===== src/rtl/temporal_pkg.sv =====
// Shared definitions for the temporal-logic pipeline: encoder FSM states and
// the tick/value width derivation used by every stage.
package temporal_pkg;

  typedef enum logic {
    IDLE = 1'b0,
    RUN  = 1'b1
  } encoder_state_t;

  function automatic int val_width(input int gamma_cycle_width);
    return (gamma_cycle_width <= 2) ? 1 : $clog2(gamma_cycle_width);
  endfunction

endpackage


===== src/rtl/pulse_window_cmp.sv =====
// One channel of the spike window: high when tick lies in [val+1, val+PULSE_WIDTH].
module pulse_window_cmp #(
  parameter int VAL_W       = 4,
  parameter int PULSE_WIDTH = 8
) (
  input  logic [VAL_W-1:0] tick_i,
  input  logic [VAL_W-1:0] val_i,
  input  logic             mask_i,
  output logic             hit_o
);

  // One extra bit so val+PULSE_WIDTH never wraps back into the window.
  logic [VAL_W:0] tick_ext;
  logic [VAL_W:0] lo;
  logic [VAL_W:0] hi;

  assign tick_ext = {1'b0, tick_i};
  assign lo       = {1'b0, val_i} + (VAL_W+1)'(1);
  assign hi       = {1'b0, val_i} + (VAL_W+1)'(PULSE_WIDTH);
  assign hit_o    = mask_i && (tick_ext >= lo) && (tick_ext <= hi);

endmodule


===== src/rtl/temporal_pulse_encoder.sv =====
// Converts per-channel spike times into temporal pulses framed by gamma cycles,
// with a one-deep shadow so consecutive value sets run back to back.
module temporal_pulse_encoder
  import temporal_pkg::*;
#(
  parameter  int GAMMA_CYCLE_WIDTH = 16,
  parameter  int PULSE_WIDTH       = 8,
  parameter  int N_CH              = 2,
  localparam int VAL_W             = val_width(GAMMA_CYCLE_WIDTH)
) (
  input  logic                  aclk,
  input  logic                  grst_n,
  input  logic                  clr,
  input  logic                  in_valid,
  output logic                  in_ready,
  input  logic [N_CH*VAL_W-1:0] in_val,
  input  logic [N_CH-1:0]       in_mask,
  output logic [N_CH-1:0]       pulse,
  output logic                  gamma_rst,
  output logic [VAL_W-1:0]      tick,
  output logic                  busy,
  output encoder_state_t        dbg_state
);

  localparam logic [VAL_W-1:0] LAST_TICK = VAL_W'(GAMMA_CYCLE_WIDTH - 1);

  encoder_state_t        state_q, state_d;
  logic [VAL_W-1:0]      tick_q, tick_d;
  logic                  gamma_rst_q, gamma_rst_d;
  logic                  busy_q;
  logic [N_CH-1:0]       pulse_q, pulse_d, hit;
  logic [N_CH*VAL_W-1:0] sh_val_q, sh_val_d, act_val_q, act_val_d;
  logic [N_CH-1:0]       sh_mask_q, sh_mask_d, act_mask_q, act_mask_d;
  logic                  sh_full_q, sh_full_d;
  logic                  accept;

  // Handshake: a set transfers on a cycle where in_valid && in_ready; in_ready
  // depends only on shadow occupancy and clr, never on in_valid.
  assign in_ready = ~sh_full_q & ~clr;
  assign accept   = in_valid & in_ready;

  always_comb begin
    state_d     = state_q;
    tick_d      = tick_q;
    gamma_rst_d = 1'b0;
    sh_val_d    = sh_val_q;
    sh_mask_d   = sh_mask_q;
    sh_full_d   = sh_full_q;
    act_val_d   = act_val_q;
    act_mask_d  = act_mask_q;
    if (clr) begin
      state_d    = IDLE;
      tick_d     = '0;
      sh_val_d   = '0;
      sh_mask_d  = '0;
      sh_full_d  = 1'b0;
      act_val_d  = '0;
      act_mask_d = '0;
    end else begin
      if (accept) begin
        sh_val_d  = in_val;
        sh_mask_d = in_mask;
        sh_full_d = 1'b1;
      end
      // A frame boundary (IDLE or last tick) promotes the shadow, or bypasses
      // it when the set arrives in that very cycle.
      if (state_q == IDLE || tick_q == LAST_TICK) begin
        tick_d = '0;
        if (sh_full_q) begin
          act_val_d   = sh_val_q;
          act_mask_d  = sh_mask_q;
          sh_full_d   = 1'b0;
          state_d     = RUN;
          gamma_rst_d = 1'b1;
        end else if (accept) begin
          act_val_d   = in_val;
          act_mask_d  = in_mask;
          sh_full_d   = 1'b0;
          state_d     = RUN;
          gamma_rst_d = 1'b1;
        end else begin
          state_d = IDLE;
        end
      end else begin
        tick_d = tick_q + 1'b1;
      end
    end
  end

  for (genvar i = 0; i < N_CH; i++) begin : g_ch
    pulse_window_cmp #(
      .VAL_W      (VAL_W),
      .PULSE_WIDTH(PULSE_WIDTH)
    ) u_cmp (
      .tick_i(tick_d),
      .val_i (act_val_d[i*VAL_W +: VAL_W]),
      .mask_i(act_mask_d[i]),
      .hit_o (hit[i])
    );
  end

  assign pulse_d = hit & {N_CH{state_d == RUN}};

  always_ff @(posedge aclk or negedge grst_n) begin
    if (!grst_n) begin
      state_q     <= IDLE;
      tick_q      <= '0;
      gamma_rst_q <= 1'b0;
      busy_q      <= 1'b0;
      pulse_q     <= '0;
      sh_val_q    <= '0;
      sh_mask_q   <= '0;
      sh_full_q   <= 1'b0;
      act_val_q   <= '0;
      act_mask_q  <= '0;
    end else begin
      state_q     <= state_d;
      tick_q      <= tick_d;
      gamma_rst_q <= gamma_rst_d;
      busy_q      <= (state_d == RUN);
      pulse_q     <= pulse_d;
      sh_val_q    <= sh_val_d;
      sh_mask_q   <= sh_mask_d;
      sh_full_q   <= sh_full_d;
      act_val_q   <= act_val_d;
      act_mask_q  <= act_mask_d;
    end
  end

  assign pulse     = pulse_q;
  assign gamma_rst = gamma_rst_q;
  assign tick      = tick_q;
  assign busy      = busy_q;
  assign dbg_state = state_q;

endmodule

===== config.mk =====
export PLATFORM = sky130hd
export DESIGN_NAME = temporal_pulse_encoder
export DESIGN_NICKNAME = d
export VERILOG_FILES = /design/src/rtl/temporal_pkg.sv /design/src/rtl/pulse_window_cmp.sv /design/src/rtl/temporal_pulse_encoder.sv
export SDC_FILE = /design/constraint.sdc
export NUM_CORES = 1
export LEC_CHECK = 0
export CAP_MARGIN = 40
export CORE_ASPECT_RATIO = 1.25
export CORE_MARGIN = 2
export CORE_UTILIZATION = 55
export CTS_CLUSTER_DIAMETER = 200
export DETAILED_ROUTE_END_ITERATION = 10
export PLACE_DENSITY = 0.85
export SKIP_CTS_REPAIR_TIMING = 1
export SYNTH_ARGS = -nofsm -noshare
export SYNTH_HDL_FRONTEND = slang
export SYNTH_SLANG_ARGS = --single-unit

===== constraint.sdc =====
create_clock -name aclk -period 3.3 [get_ports aclk]
set_input_delay 0.33 -clock aclk [delete_from_list [all_inputs] [get_ports aclk]]
set_output_delay 0.33 -clock aclk [all_outputs]
set_load 0.1 [all_outputs]

**Word-level counts from Yosys, hierarchy flattened**

Index checks and enable logic that the tools add are counted.
W data, S select, Z words.

- Bits of input ports: 14
- Register bits: 29
- Word-level logic and storage cells: 56

- Equality and inequality tests: 1
- $add $sub $neg: 5
- $lt $le $gt $ge: 4
- Reduce and logical (&&, ||, !) cells: 6
- Mux-type cells: 25
- Bitwise gates (word level): 6

Operators by type and width:

| kind | number |
|---|---|
| $mux W8 | 6 |
| $mux W2 | 6 |
| $mux W1 | 11 |
| $add A4 B1 Y5 const B | 2 |
| $add A4 B4 Y5 const B | 2 |
| $ge A4 B5 Y1 | 2 |
| $le A4 B5 Y1 | 2 |
| $mux W4 | 2 |
| $add A4 B1 Y4 const B | 1 |
| $eq A4 B4 Y1 const B | 1 |
| $logic_and A1 B1 Y1 | 4 |
| $not A1 Y1 | 3 |
| $and A1 B1 Y1 | 2 |
| $and A2 B2 Y2 | 1 |
| $reduce_bool A2 Y1 | 1 |
| $logic_or A1 B1 Y1 | 1 |

**Longest topological paths before layout**

- Depth in word-level cells: 12
- Depth in mapped cells: 14

**Cells and area by module**

A second synthesis with hierarchy kept.

- Cells, all modules: 213
- Area total of the unflattened synthesis: 2005.7 sq um

By module, submodules not included:

| module | cells an instance | area each (sq um) | times used |
|---|---|---|---|
| temporal_pulse_encoder | 149 | 1485.2 | 1 |
| pulse_window_cmp | 32 | 260.2 | 2 |

**Worst setup path before layout**

Ideal clock, no wire load.

- Path kind: reg-to-reg
- Start: register tick_q[0] (netlist: tick[0])
- End: register pulse_q[1] (netlist: pulse[1])
- Data required time: 3189 ps
- Data arrival time: 3525 ps
- Setup slack: -337 ps
- Period minus slack after synthesis: 3637 ps
- Library setup time: 111 ps
- Stages on the path, launching flop included: 13
- Cell sequence: dfrtp_1 ha_1 nand3_1 nand2_1 clkbuf_1 a22oi_1 or2_2 ha_1 nor2b_1 o21ai_0 nand2b_1 a221o_1 a2111oi_2

- Cells in the longest elaborated chain, start to end: 9
- Elaborated cells between the ends (all ways): 18
- Classes of those cells: add/sub: 3; order compare: 2; eq/ne: 1; mux: 8; bitwise: 1; reduce/logical: 3

Ends and longest elaborated chain:

| item | RTL line | text |
|---|---|---|
| start: declaration | temporal_pulse_encoder.sv:28 | `logic [VAL_W-1:0] tick_q, tick_d;` |
| start signal: assignment | temporal_pulse_encoder.sv:118 | `tick_q <= tick_d;` |
| $eq A4 B4 Y1 | temporal_pulse_encoder.sv:67 | `if (state_q == IDLE \|\| tick_q == LAST_TICK) begin` |
| $logic_or A1 B1 Y1 | temporal_pulse_encoder.sv:67 |  |
| $mux W8 | temporal_pulse_encoder.sv:67 |  |
| $mux W8 | temporal_pulse_encoder.sv:51 | `if (clr) begin` |
| $add A4 B1 Y5 | pulse_window_cmp.sv:18 | `assign lo = {1'b0, val_i} + (VAL_W+1)'(1);` |
| $ge A4 B5 Y1 | pulse_window_cmp.sv:20 | `assign hit_o = mask_i && (tick_ext >= lo) && (tick_ext <= hi);` |
| $logic_and A1 B1 Y1 (2 in series) | pulse_window_cmp.sv:20 |  |
| $and A2 B2 Y2 * | temporal_pulse_encoder.sv:102 | `assign pulse_d = hit & {N_CH{state_d == RUN}};` |
| named net pulse_d[1] | temporal_pulse_encoder.sv:31 | `logic [N_CH-1:0] pulse_q, pulse_d, hit;` |
| end signal: assignment | temporal_pulse_encoder.sv:121 | `pulse_q <= pulse_d;` |
| end: declaration | temporal_pulse_encoder.sv:31 |  |

The timed path passes the listed nets; every way through them passes the cells marked *.
A chain may end at the register's enable or synchronous reset.

**Final worst setup path**

Same ends and word-level chain as after synthesis.

==> impl_results.md <==
- Status: finished clean
- Die Height: 69.01 um
- Wire length per cell: 17.68 um
- Setup_tns: 0 ps
- Async set-reset flop share out of synthesis: 1.000
- Design area: 2466 um2
- Register-to-register setup slack: 270 ps
- Maximum vdd drop: 0.3149 mV
- CP Capture Type: flip-flop
- Share of cells above drive strength 1: 0.2035
- Post-Syn Instances: 185
- Busiest grt layer: met2
- Synth area leaders: dfrtp_1 39%, ha_1 14%, a22o_1 6.6%
- GR Layer Usage met3: 0.06567
- Clock Skew: 4.192 ps
- CTS tree: built
- Post-synth EDFFs: 0
- Seq pwr share: 0.432
- DRC violations left: 0
- Final setup viols: 0
- CTS Buf Count: 5
- Fillers: 221
- Crit start category: flip-flop
- CP Data Arrival Time: 3200 ps
- Headroom to the max-slew limit: 0.4713
- Top FF cell, synth: dfrtp_1
- DRT Pass-1 Iters: 4
- Commonest non-fill, non-tap cells in the layout: 24 x dfrtp_1, 22 x clkdlybuf4s50_1, 21 x ha_1
- Drt via density: 6.104
- Die area: 3865 um2
- Leakage: 1.121 nW
- Total global-route track usage: 0.2707
- Netlist cell types: 39
- Fmax: 330.2 MHz
- Critical path type: flip-flop to flip-flop
- Initial Util: 0.5769
- Met2 global-route usage: 0.4458
- PD cells: 363.8 nW/um2
- Core Area: 3223 um2
- Nets: 266
- Vias in the first global route: 1763
- First-pass GRT wire length: 8.224 mm
- Worst hold path type: input pin to async pin
- CTS H-tree depth: 2
- Final Hold Viols: 0
- Slew at the pin closest to its max-slew limit: 791.3 ps
- Clock sink total: 29
- Flops & latches, synth: 29
- Inserted Diodes: 0
- Final Power: 0.8971 mW
- Worst Path Required: 3470 ps
- Syn Nets: 220
- Syn. warnings: 0
- Area share of the largest cell type after synthesis: 0.3903
- Post-Syn Area: 1859 um2
- CTS max path bufs: 2
- Core Rows: 23
- Routed Antenna Nets: 0
- Int Power: 0.6288 mW
- Sequential cell area: 737.0 um2
- Max-cap viol count: 0
- Number of antenna violations at the first check in global routing: 0
- Die W: 56.01 um
- Clock share of power: 0.331
- Largest net degree at the start of global routing: 28
- Synth Area per Inst: 10.05 um2
- Via count: 1636
- IO Count: 24
- Clk_lat worst skew: 290 ps
- Post-synthesis sequential area ratio: 0.3903
- Worst reg-to-reg path cell count: 11
- Clk slew on worst S/H paths: 60 ps
- Met1 Track Usage GR: 0.3197
- Multi-input gate area: 1041 um2
- Final Max Tran Viols: 0
- Max Fanout on Critical Path: 6
- Switching power: 0.2683 mW
- RR Endpoint: pulse[1]$_DFF_PN0_
- Dpl cell area: 2375 um2
- Initial DRC Count: 80
- P&R area growth vs syn: 32.64%
- WL final: 4.738 mm
- Gr ovfl total: 0
- Tmin final: 3028 ps
- Final Cycle Share: 0.9176
- Commonest non-fill, non-tap cell in the layout: dfrtp_1
- IO Port Bufs: 23
- Root buffer cell: clkbuf_8
- Worst r2r src: tick[0]$_DFF_PN0_
- Logic gate share of total power: 0.236
- Sw Ratio: 0.2990
- RSZ-0062 raised after global routing: no
- Leading area contributor after synthesis: dfrtp_1
- RD Place Congestion: 0.8241
- DP Wirelength: 3.618 mm
-- final cells by class --
class | count | share of cell area
multi-input combinational | 133 | 0.4221
clock buffer | 7 | 0.03501
timing repair buffer | 48 | 0.2040
inverter | 14 | 0.02131
sequential | 29 | 0.2988
tap | 37 | 0.01877
-- state kept, by name, indices dropped and copies added, names as in the netlist --
register and count:
act_mask_q 2, tick 4, sh_full_q 1, gamma_rst 1, sh_val_q 8, pulse 2, act_val_q 8, busy 1
sh_mask_q 2
-- how the worst max path moves through the flow --
stage	from	end	cells past startpoint
final	tick[0]$_DFF_PN0_	pulse[1]$_DFF_PN0_	11
after global routing	clr	pulse[1]$_DFF_PN0_	14
after CTS	tick[0]$_DFF_PN0_	pulse[1]$_DFF_PN0_	11
after detailed placement	clr	pulse[1]$_DFF_PN0_	13
after global placement	clr	pulse[1]$_DFF_PN0_	11
after floorplan	tick[1]$_DFF_PN0_	pulse[1]$_DFF_PN0_	12
-- cell usage after synthesis (5+ instances only) --
library cell  count
dfrtp_1          29
nor2b_1           5
nand2_1           6
nor2_1           13
a22oi_1           7
clkbuf_1          7
a21oi_1           7
o21ai_0          11
a22o_1           14
inv_1            14
ha_1             21
-- metrics by stage --
step / cells / utilization / worst slack [ps] / hold slack [ps]
floorplan: 185 / - / 97.49 / 34.41
global placement: 251 / 0.6902 / 187.6 / 484.3
detailed placement: 261 / 0.7368 / 113.7 / 491.8
CTS: 268 / 0.7636 / 207.8 / 277.2
global route: 268 / 0.7651 / 38.75 / 297.1
finish: 268 / 0.7651 / 271.8 / 272.9
-- layer usage --
layer	share of wire	up-vias
met5	0	-
met4	0.040	0
met3	0.054	25
met2	0.51	65
met1	0.39	785
li1	-	761
-- worst max-delay path, cell delays in order, from the launching register on --
cell and delay, ps:
dfrtp_4 490, ha_1 260, nand3_2 160, o2bb2ai_2 200, a22oi_1 150, or2_2 300
ha_1 320, nor2b_1 140, o21ai_0 140, nand2b_1 80, a221o_1 310, a2111oi_2 360
-- power by group through the flow --
stage | combinational, mW | sequential, mW | clock, mW
after floorplan | 0.102 | 0.412 | 0
after detailed placement | 0.209 | 0.394 | 0
after CTS | 0.212 | 0.388 | 0.300
final | 0.212 | 0.388 | 0.297
after global routing | 0.231 | 0.389 | 0.314
after global placement | 0.187 | 0.392 | 0
-- kinds of logic (layout without fill, tap and decap cells) --
family | after synthesis | in the layout | synth area share
AOI/OAI and AO/OA | 55 | 55 | 0.2248
and+or+nand+nor | 51 | 51 | 0.1615
DFF | 29 | 29 | 0.3903
buffers and inverters | 23 | 69 | 0.05249
adders and majority gates | 21 | 21 | 0.1413
xor gates and xnor gates | 4 | 4 | 0.01885
muxes | 2 | 2 | 0.01077
Note: power is estimated with default switching activity, not from simulation.
